--- config.mk ---
export PLATFORM = sky130hd
export DESIGN_NAME = regfile_ctrl
export DESIGN_NICKNAME = d
export VERILOG_FILES = /design/src/rtl/regfile_ctrl.sv
export SDC_FILE = /design/constraint.sdc
export NUM_CORES = 1
export LEC_CHECK = 0
export BUFFER_PORTS_ARGS = -buffer_cell sky130_fd_sc_hd__buf_2
export CORE_MARGIN = 8
export CORE_UTILIZATION = 25
export DETAILED_ROUTE_END_ITERATION = 8
export PLACE_DENSITY = 0.48
export SLEW_MARGIN = 5
export SYNTH_ARGS = -nofsm -noshare
export SYNTH_HDL_FRONTEND = slang
export SYNTH_SLANG_ARGS = --single-unit
--- constraint.sdc ---
create_clock -name clk -period 4.15 [get_ports clk]
set_input_delay 0.83 -clock clk [delete_from_list [all_inputs] [get_ports clk]]
set_output_delay 0.83 -clock clk [all_outputs]
set_load 0.02 [all_outputs]
--- src/rtl/regfile_ctrl.sv ---
// regfile_ctrl : command-driven CPU register file.
//
// Sits between the decode/sequencer stage and the ALU operand/result buses.
// Commands arrive on a valid/ready handshake, one per cycle. Read results leave
// through a registered, back-pressurable port. Three of the registers have fixed
// roles: RV (return value), SP (stack pointer) and F (flags). INCSP and DECSP
// set sticky carry and borrow flags in F. CLEARALL sweeps the file over
// REGISTERS cycles.
//
// Optional feature:
//   `define REGFILE_ZERO_REG_EN : register 0 is hardwired to zero. Reads of
//   index 0 return 0 and writes to index 0 are dropped.
//
// Ports:
//   clk        clock
//   rst_n      asynchronous active-low reset
//   cmd_valid  command valid
//   cmd_ready  command accepted when cmd_valid && cmd_ready
//   cmd_op     opcode
//   cmd_sel    {sel_c, sel_b, sel_a}, latched by LATCHSEL
//   cmd_data   write data for the LATCH* ops
//   rd_valid   read result valid
//   rd_ready   consumer accepts the result
//   rd_data    read result
//   busy       high during the CLEARALL sweep
module regfile_ctrl #(
   parameter int DATA_WIDTH  = 16,
   parameter int REGISTERS   = 8,
   parameter int INDEX_WIDTH = $clog2(REGISTERS),
   parameter int RV_IDX      = REGISTERS - 3,
   parameter int SP_IDX      = REGISTERS - 2,
   parameter int F_IDX       = REGISTERS - 1,
   parameter int SP_STEP     = 2,
   parameter int SP_RESET    = 0
) (
   input  logic                     clk,
   input  logic                     rst_n,
   input  logic                     cmd_valid,
   output logic                     cmd_ready,
   input  logic [3:0]               cmd_op,
   input  logic [3*INDEX_WIDTH-1:0] cmd_sel,
   input  logic [DATA_WIDTH-1:0]    cmd_data,
   output logic                     rd_valid,
   input  logic                     rd_ready,
   output logic [DATA_WIDTH-1:0]    rd_data,
   output logic                     busy
);

`ifdef REGFILE_ZERO_REG_EN
   localparam bit ZERO_REG = 1'b1;
`else
   localparam bit ZERO_REG = 1'b0;
`endif

   typedef enum logic [3:0] {
      OP_NOP      = 4'h0,
      OP_READA    = 4'h1,
      OP_READB    = 4'h2,
      OP_LATCHC   = 4'h3,
      OP_LATCHSEL = 4'h4,
      OP_READSP   = 4'h5,
      OP_READF    = 4'h6,
      OP_READRV   = 4'h7,
      OP_LATCHSP  = 4'h8,
      OP_LATCHF   = 4'h9,
      OP_LATCHRV  = 4'hA,
      OP_INCSP    = 4'hB,
      OP_DECSP    = 4'hC,
      OP_CLEARALL = 4'hE
   } op_e;

   typedef enum logic {
      S_IDLE  = 1'b0,
      S_CLEAR = 1'b1
   } state_e;

   localparam logic [INDEX_WIDTH-1:0] SP_SEL   = INDEX_WIDTH'(SP_IDX);
   localparam logic [INDEX_WIDTH-1:0] F_SEL    = INDEX_WIDTH'(F_IDX);
   localparam logic [INDEX_WIDTH-1:0] RV_SEL   = INDEX_WIDTH'(RV_IDX);
   localparam logic [INDEX_WIDTH-1:0] LAST_SEL = INDEX_WIDTH'(REGISTERS - 1);

   // ---------------------------------------------------------------------------
   // State
   // ---------------------------------------------------------------------------
   logic [DATA_WIDTH-1:0]  regs_q [REGISTERS];
   logic [DATA_WIDTH-1:0]  regs_d [REGISTERS];
   logic [INDEX_WIDTH-1:0] sel_a_q, sel_a_d;
   logic [INDEX_WIDTH-1:0] sel_b_q, sel_b_d;
   logic [INDEX_WIDTH-1:0] sel_c_q, sel_c_d;
   logic [INDEX_WIDTH-1:0] clr_idx_q, clr_idx_d;
   logic                   rd_valid_q, rd_valid_d;
   logic [DATA_WIDTH-1:0]  rd_data_q, rd_data_d;
   state_e                 state_q, state_d;

   // Register-file update requests from the command decoder
   logic                   wr_en;
   logic [INDEX_WIDTH-1:0] wr_idx;
   logic [DATA_WIDTH-1:0]  wr_data;
   logic                   sp_inc, sp_dec, clr_en, clr_last;

   logic                   accept;
   logic [DATA_WIDTH:0]    sp_sum, sp_diff;

   // A stalled result blocks every command, writes included. This keeps
   // commands in order relative to the read that is still waiting.
   assign cmd_ready = (state_q == S_IDLE) && !(rd_valid_q && !rd_ready);
   assign accept    = cmd_valid && cmd_ready;
   assign busy      = (state_q == S_CLEAR);
   assign rd_valid  = rd_valid_q;
   assign rd_data   = rd_data_q;

   // The extra top bit catches the carry out of INCSP and the borrow out of DECSP.
   assign sp_sum  = {1'b0, regs_q[SP_IDX]} + (DATA_WIDTH+1)'(SP_STEP);
   assign sp_diff = {1'b0, regs_q[SP_IDX]} - (DATA_WIDTH+1)'(SP_STEP);

   function automatic logic writable(input logic [INDEX_WIDTH-1:0] idx);
      writable = (int'(idx) < REGISTERS) && !(ZERO_REG && (idx == '0));
   endfunction

   function automatic logic [DATA_WIDTH-1:0] read_reg(input logic [INDEX_WIDTH-1:0] idx);
      if ((int'(idx) >= REGISTERS) || (ZERO_REG && (idx == '0))) read_reg = '0;
      else                                                       read_reg = regs_q[idx];
   endfunction

   // ---------------------------------------------------------------------------
   // Command decode, read port and FSM next state
   // ---------------------------------------------------------------------------
   always_comb begin
      // NOTE: every variable gets a default first, so no path leaves one unassigned
      // and no latch is inferred.
      state_d    = state_q;
      clr_idx_d  = clr_idx_q;
      sel_a_d    = sel_a_q;
      sel_b_d    = sel_b_q;
      sel_c_d    = sel_c_q;
      rd_valid_d = rd_valid_q;
      rd_data_d  = rd_data_q;
      wr_en      = 1'b0;
      wr_idx     = '0;
      wr_data    = cmd_data;
      sp_inc     = 1'b0;
      sp_dec     = 1'b0;
      clr_en     = 1'b0;
      clr_last   = 1'b0;

      // The consumer takes the result. A read accepted in the same cycle
      // overrides this below, so rd_valid stays high.
      if (rd_valid_q && rd_ready) rd_valid_d = 1'b0;

      unique case (state_q)
         S_IDLE: begin
            if (accept) begin
               case (cmd_op)
                  OP_READA:    begin rd_valid_d = 1'b1; rd_data_d = read_reg(sel_a_q); end
                  OP_READB:    begin rd_valid_d = 1'b1; rd_data_d = read_reg(sel_b_q); end
                  OP_READSP:   begin rd_valid_d = 1'b1; rd_data_d = read_reg(SP_SEL);  end
                  OP_READF:    begin rd_valid_d = 1'b1; rd_data_d = read_reg(F_SEL);   end
                  OP_READRV:   begin rd_valid_d = 1'b1; rd_data_d = read_reg(RV_SEL);  end
                  OP_LATCHC:   begin wr_en = 1'b1; wr_idx = sel_c_q; end
                  OP_LATCHSP:  begin wr_en = 1'b1; wr_idx = SP_SEL;  end
                  OP_LATCHF:   begin wr_en = 1'b1; wr_idx = F_SEL;   end
                  OP_LATCHRV:  begin wr_en = 1'b1; wr_idx = RV_SEL;  end
                  OP_LATCHSEL: begin
                     sel_a_d = cmd_sel[INDEX_WIDTH-1:0];
                     sel_b_d = cmd_sel[2*INDEX_WIDTH-1:INDEX_WIDTH];
                     sel_c_d = cmd_sel[3*INDEX_WIDTH-1:2*INDEX_WIDTH];
                  end
                  OP_INCSP:    sp_inc = 1'b1;
                  OP_DECSP:    sp_dec = 1'b1;
                  OP_CLEARALL: begin
                     state_d   = S_CLEAR;
                     clr_idx_d = '0;
                  end
                  default: ;  // NOP and the reserved opcodes
               endcase
            end
         end
         S_CLEAR: begin
            clr_en    = 1'b1;
            clr_last  = (clr_idx_q == LAST_SEL);
            clr_idx_d = clr_idx_q + 1'b1;
            if (clr_last) state_d = S_IDLE;
         end
         default: state_d = S_IDLE;
      endcase
   end

   // ---------------------------------------------------------------------------
   // Register-file next state
   // ---------------------------------------------------------------------------
   always_comb begin
      regs_d = regs_q;
      if (wr_en && writable(wr_idx)) regs_d[wr_idx] = wr_data;
      if (sp_inc) begin
         regs_d[SP_IDX] = sp_sum[DATA_WIDTH-1:0];
         if (sp_sum[DATA_WIDTH]) regs_d[F_IDX][0] = 1'b1;
      end
      if (sp_dec) begin
         regs_d[SP_IDX] = sp_diff[DATA_WIDTH-1:0];
         if (sp_diff[DATA_WIDTH]) regs_d[F_IDX][1] = 1'b1;
      end
      if (clr_en) begin
         regs_d[clr_idx_q] = '0;
         // The sweep has already zeroed SP. The last step restores its reset value.
         if (clr_last) regs_d[SP_IDX] = DATA_WIDTH'(SP_RESET);
      end
   end

   // ---------------------------------------------------------------------------
   // Sequential state
   // ---------------------------------------------------------------------------
   always_ff @(posedge clk or negedge rst_n) begin
      if (!rst_n) begin
         // NOTE: the storage array is reset explicitly because the reset contents
         // of the file (all zero, SP = SP_RESET) are architecturally visible.
         for (int i = 0; i < REGISTERS; i++) begin
            regs_q[i] <= (i == SP_IDX) ? DATA_WIDTH'(SP_RESET) : '0;
         end
         sel_a_q    <= '0;
         sel_b_q    <= '0;
         sel_c_q    <= '0;
         clr_idx_q  <= '0;
         rd_valid_q <= 1'b0;
         rd_data_q  <= '0;
         state_q    <= S_IDLE;
      end else begin
         // NOTE: non-blocking assignments, so every flop samples pre-edge values.
         regs_q     <= regs_d;
         sel_a_q    <= sel_a_d;
         sel_b_q    <= sel_b_d;
         sel_c_q    <= sel_c_d;
         clr_idx_q  <= clr_idx_d;
         rd_valid_q <= rd_valid_d;
         rd_data_q  <= rd_data_d;
         state_q    <= state_d;
      end
   end

endmodule

==> impl_metrics.tcl <==
set metrics [dict create \
    finalPower_mw 6.566 \
    port_buffers 51 \
    netlist_area_um2 9884 \
    numCtsBuffers 17 \
    grt_remaining_overflow 0 \
    outcome "completed" \
    leakage_nw 4.539 \
    final-setup-viol-count 0 \
    worst-slew-pin-transition_ns 1.021 \
    die_h_um 214.8 \
    pwr-share-clk 0.226 \
    intPower_mw 3.987 \
    powerDensity_nw_per_um2 588.6 \
    cts_tree "built" \
    vias 7887 \
    grt_pass1_wl_mm 51.01 \
    finalCriticalPeriod_ns 2.951 \
    crit_family "compound AO/OA/AOI/OAI gates" \
    ir_worst_vdd_mv 0.3250 \
    drive_above_1_share 0.2338 \
    syn_area_per_cell_um2 10.10 \
    regToRegStartpoint "busy$_DFF_PN0_" \
    initial_utilization 0.2511 \
    fin_nets 1014 \
    async_flop_share 1.000 \
    yosysTopAreaCell "dfrtp_1" \
    drt_first_pass_iters 5 \
    grt_start_max_net_pins 83 \
    dp_cells 1483 \
    syn_inst 979 \
    relSlewSlack 0.3190 \
    layoutNonFillerInstCount 1513 \
    p_comb_frac 0.363 \
    hold_ws_ns 0.4685 \
    ys_warn_count 0 \
    hold_buffers 0 \
    synthTopCellsByArea "dfrtp_1 40%, mux4_2 12%, mux2i_1 10%" \
    cts_sinks 158 \
    htree_num_levels 4 \
    hpwl_mm 22.45 \
    core_um2 39370 \
    swShare 0.3928 \
    worstPathCellList "buf_2 -> a21boi_2 -> o2111ai_4 -> or2_1 -> mux2i_1 -> a2111oi_2" \
    synth_seq_cells 158 \
    finalWirelength_mm 33.56 \
    routabilityCongestion 0.8583 \
    grt_use_total 0.1432 \
    worst_r2r_endpoint "regs_q[31]$_DFF_PN0_" \
    holdCritPathClass "input port to async pin" \
    synthMostInstantiatedCell "dfrtp_1" \
    critPathBufInv 1 \
    drv_cap 0 \
    max_freq_ghz 0.3389 \
    fin_crit_sh 0.7110 \
    cp.depth 6 \
    start_kind "input port" \
    wl_per_cell_um 22.18 \
    end_kind "register" \
    die_w_um 214.8 \
    seq_area_frac_synth 0.4000 \
    syn2layout_area_growth_pct 12.85 \
    p_switching_mw 2.579 \
    post-cts-setup-buffers 0 \
    ys.flop_type "dfrtp_1" \
    fin_worst_skew_ns 0.01221 \
    rsz0062_at_grt "false" \
    reg2regPathDepth 5 \
    grt_pass1_vias 8020 \
    clk_pin_slew_ns 0.07 \
    diodes 0 \
    synth.distinct_cells 67 \
    place_ws_ns 0.7556 \
    drc 0 \
    path_class "input port to register" \
    fin_ws_ns 1.199 \
    cts_root_buffer "clkbuf_16" \
    max_stage_delay_ns 0.80 \
    synth_top_area_frac 0.4000 \
    synth-edff-count 0 \
    via_per_inst 5.213 \
    slew_violations 0 \
    cpMaxStageDelayCell "or2_1" \
    setup_tns_ns 0 \
    ant_nets 0 \
    cts.path.max_buffers 2 \
    rrSetupSlack_ns 1.40 \
    worstSkewPairLatency_ns 0.43 \
    initialDrtViolationCount 697 \
    antenna_found_initial 0 \
    die_area_um2 46160 \
    io-pin-count 52 \
    worstPathMaxFanout 29 \
    rows 73 \
    sequentialPowerShare 0.411 \
    hold_viol_final 0 \
    cp_data_required_time_ns 4.47 \
    syn_nets 1016 \
    worstPathArrival_ns 3.27 \
    cts_resized 0 \
    yosys-top-cells-count "158 x dfrtp_1, 137 x nand2_1, 103 x mux2i_1" \
]
-- cells by family (layout without fill, tap and decap cells) --
logic type	after synthesis	after routing	synth area share
AO/OA/AOI/OAI	181	181	0.1199
XOR/XNOR	9	9	0.007974
adder cells (fa/ha/maj)	4	4	0.005063
buffers and inverters	108	117	0.04987
flip-flops	158	158	0.4000
multiplexers	195	195	0.2672
AND/OR/NAND/NOR	324	324	0.1500
-- power groups by stage --
stage	logic, mW	registers (mW)	clock network (mW)
floorplan	1.93	2.36	0
global placement	2.36	2.71	0
detailed placement	2.39	2.71	0
CTS	2.40	2.69	1.51
global route	2.59	2.79	1.57
finish	2.38	2.70	1.49
-- worst max-delay path by stage --
stage / to / slack, ns / from
detailed placement: regs_q[20]$_DFF_PN0_ / 0.76 / cmd_op[1]
floorplan: regs_q[102]$_DFF_PN0_ / 1.75 / cmd_op[1]
global placement: regs_q[20]$_DFF_PN0_ / 0.83 / cmd_op[1]
finish: regs_q[20]$_DFF_PN0_ / 1.20 / cmd_op[1]
CTS: regs_q[20]$_DFF_PN0_ / 1.19 / cmd_op[1]
global route: regs_q[20]$_DFF_PN0_ / 1.05 / cmd_op[1]
-- layout make-up --
| type | count | area, µm² |
|---|---|---|
| clock buffers | 24 | 501.7 |
| multi-input cells | 713 | 5480 |
| inverters | 9 | 33.78 |
| flip-flops and latches | 158 | 3958 |
| clock inverters | 6 | 35.03 |
| fillers | 4092 | 28210 |
| well taps | 525 | 656.9 |
| repair buffers | 78 | 489.2 |
-- cells in the final DEF (no fill, tap or decap), types with 4 or more instances in the layout --
cell,n
a211oi_1,13
a21oi_1,70
a221oi_1,5
a22oi_1,16
a31oi_1,16
buf_2,50
buf_4,25
clkbuf_16,17
clkbuf_8,5
clkinv_2,4
dfrtp_1,155
ha_1,4
inv_1,9
mux2_2,41
mux2i_1,103
mux4_2,51
nand2_1,137
nand2b_1,6
nand3_1,10
nand4_1,7
nand4b_1,4
nor2_1,96
nor2b_1,5
nor3_1,18
nor4_1,4
o21ai_0,22
o221ai_1,5
o22ai_1,7
o32ai_1,7
or2_2,4
xnor2_1,4
xor2_1,5
-- worst register-to-register path, delay by kind of cell (launching register included) --
kind	cells	cell delay, ns
AO/OA/AOI/OAI	3	0.97
flip-flops	1	0.51
AND/OR/NAND/NOR	2	1.18
-- through the flow --
| stage | area [µm²] | utilization |
|---|---|---|
| finish | 11150 | 0.2833 |
| global route | 11150 | 0.2833 |
| CTS | 11150 | 0.2833 |
| detailed placement | 10620 | 0.2697 |
| global placement | 10620 | 0.2697 |
| floorplan | 9884 | - |
-- layer usage --
| layer | vias up | global-route usage | share of wire | wire [µm] |
|---|---|---|---|---|
| li1 | 3551 | - | - | - |
| met5 | - | 0.01180 | 0.0021 | 72 |
| met4 | 2 | 0.06284 | 0.037 | 1228 |
| met3 | 53 | 0.02654 | 0.057 | 1917 |
| met2 | 273 | 0.2133 | 0.44 | 14790 |
| met1 | 4008 | 0.1989 | 0.46 | 15560 |
-- flip-flops by register name, summed over array words and instances, names as in the netlist --
name / flops
busy: 1
clr_idx_q: 3
rd_data: 16
rd_valid: 1
regs_q: 128
sel_a_q: 3
sel_b_q: 3
sel_c_q: 3
No activity file was read; power rests on OpenSTA's default activity.
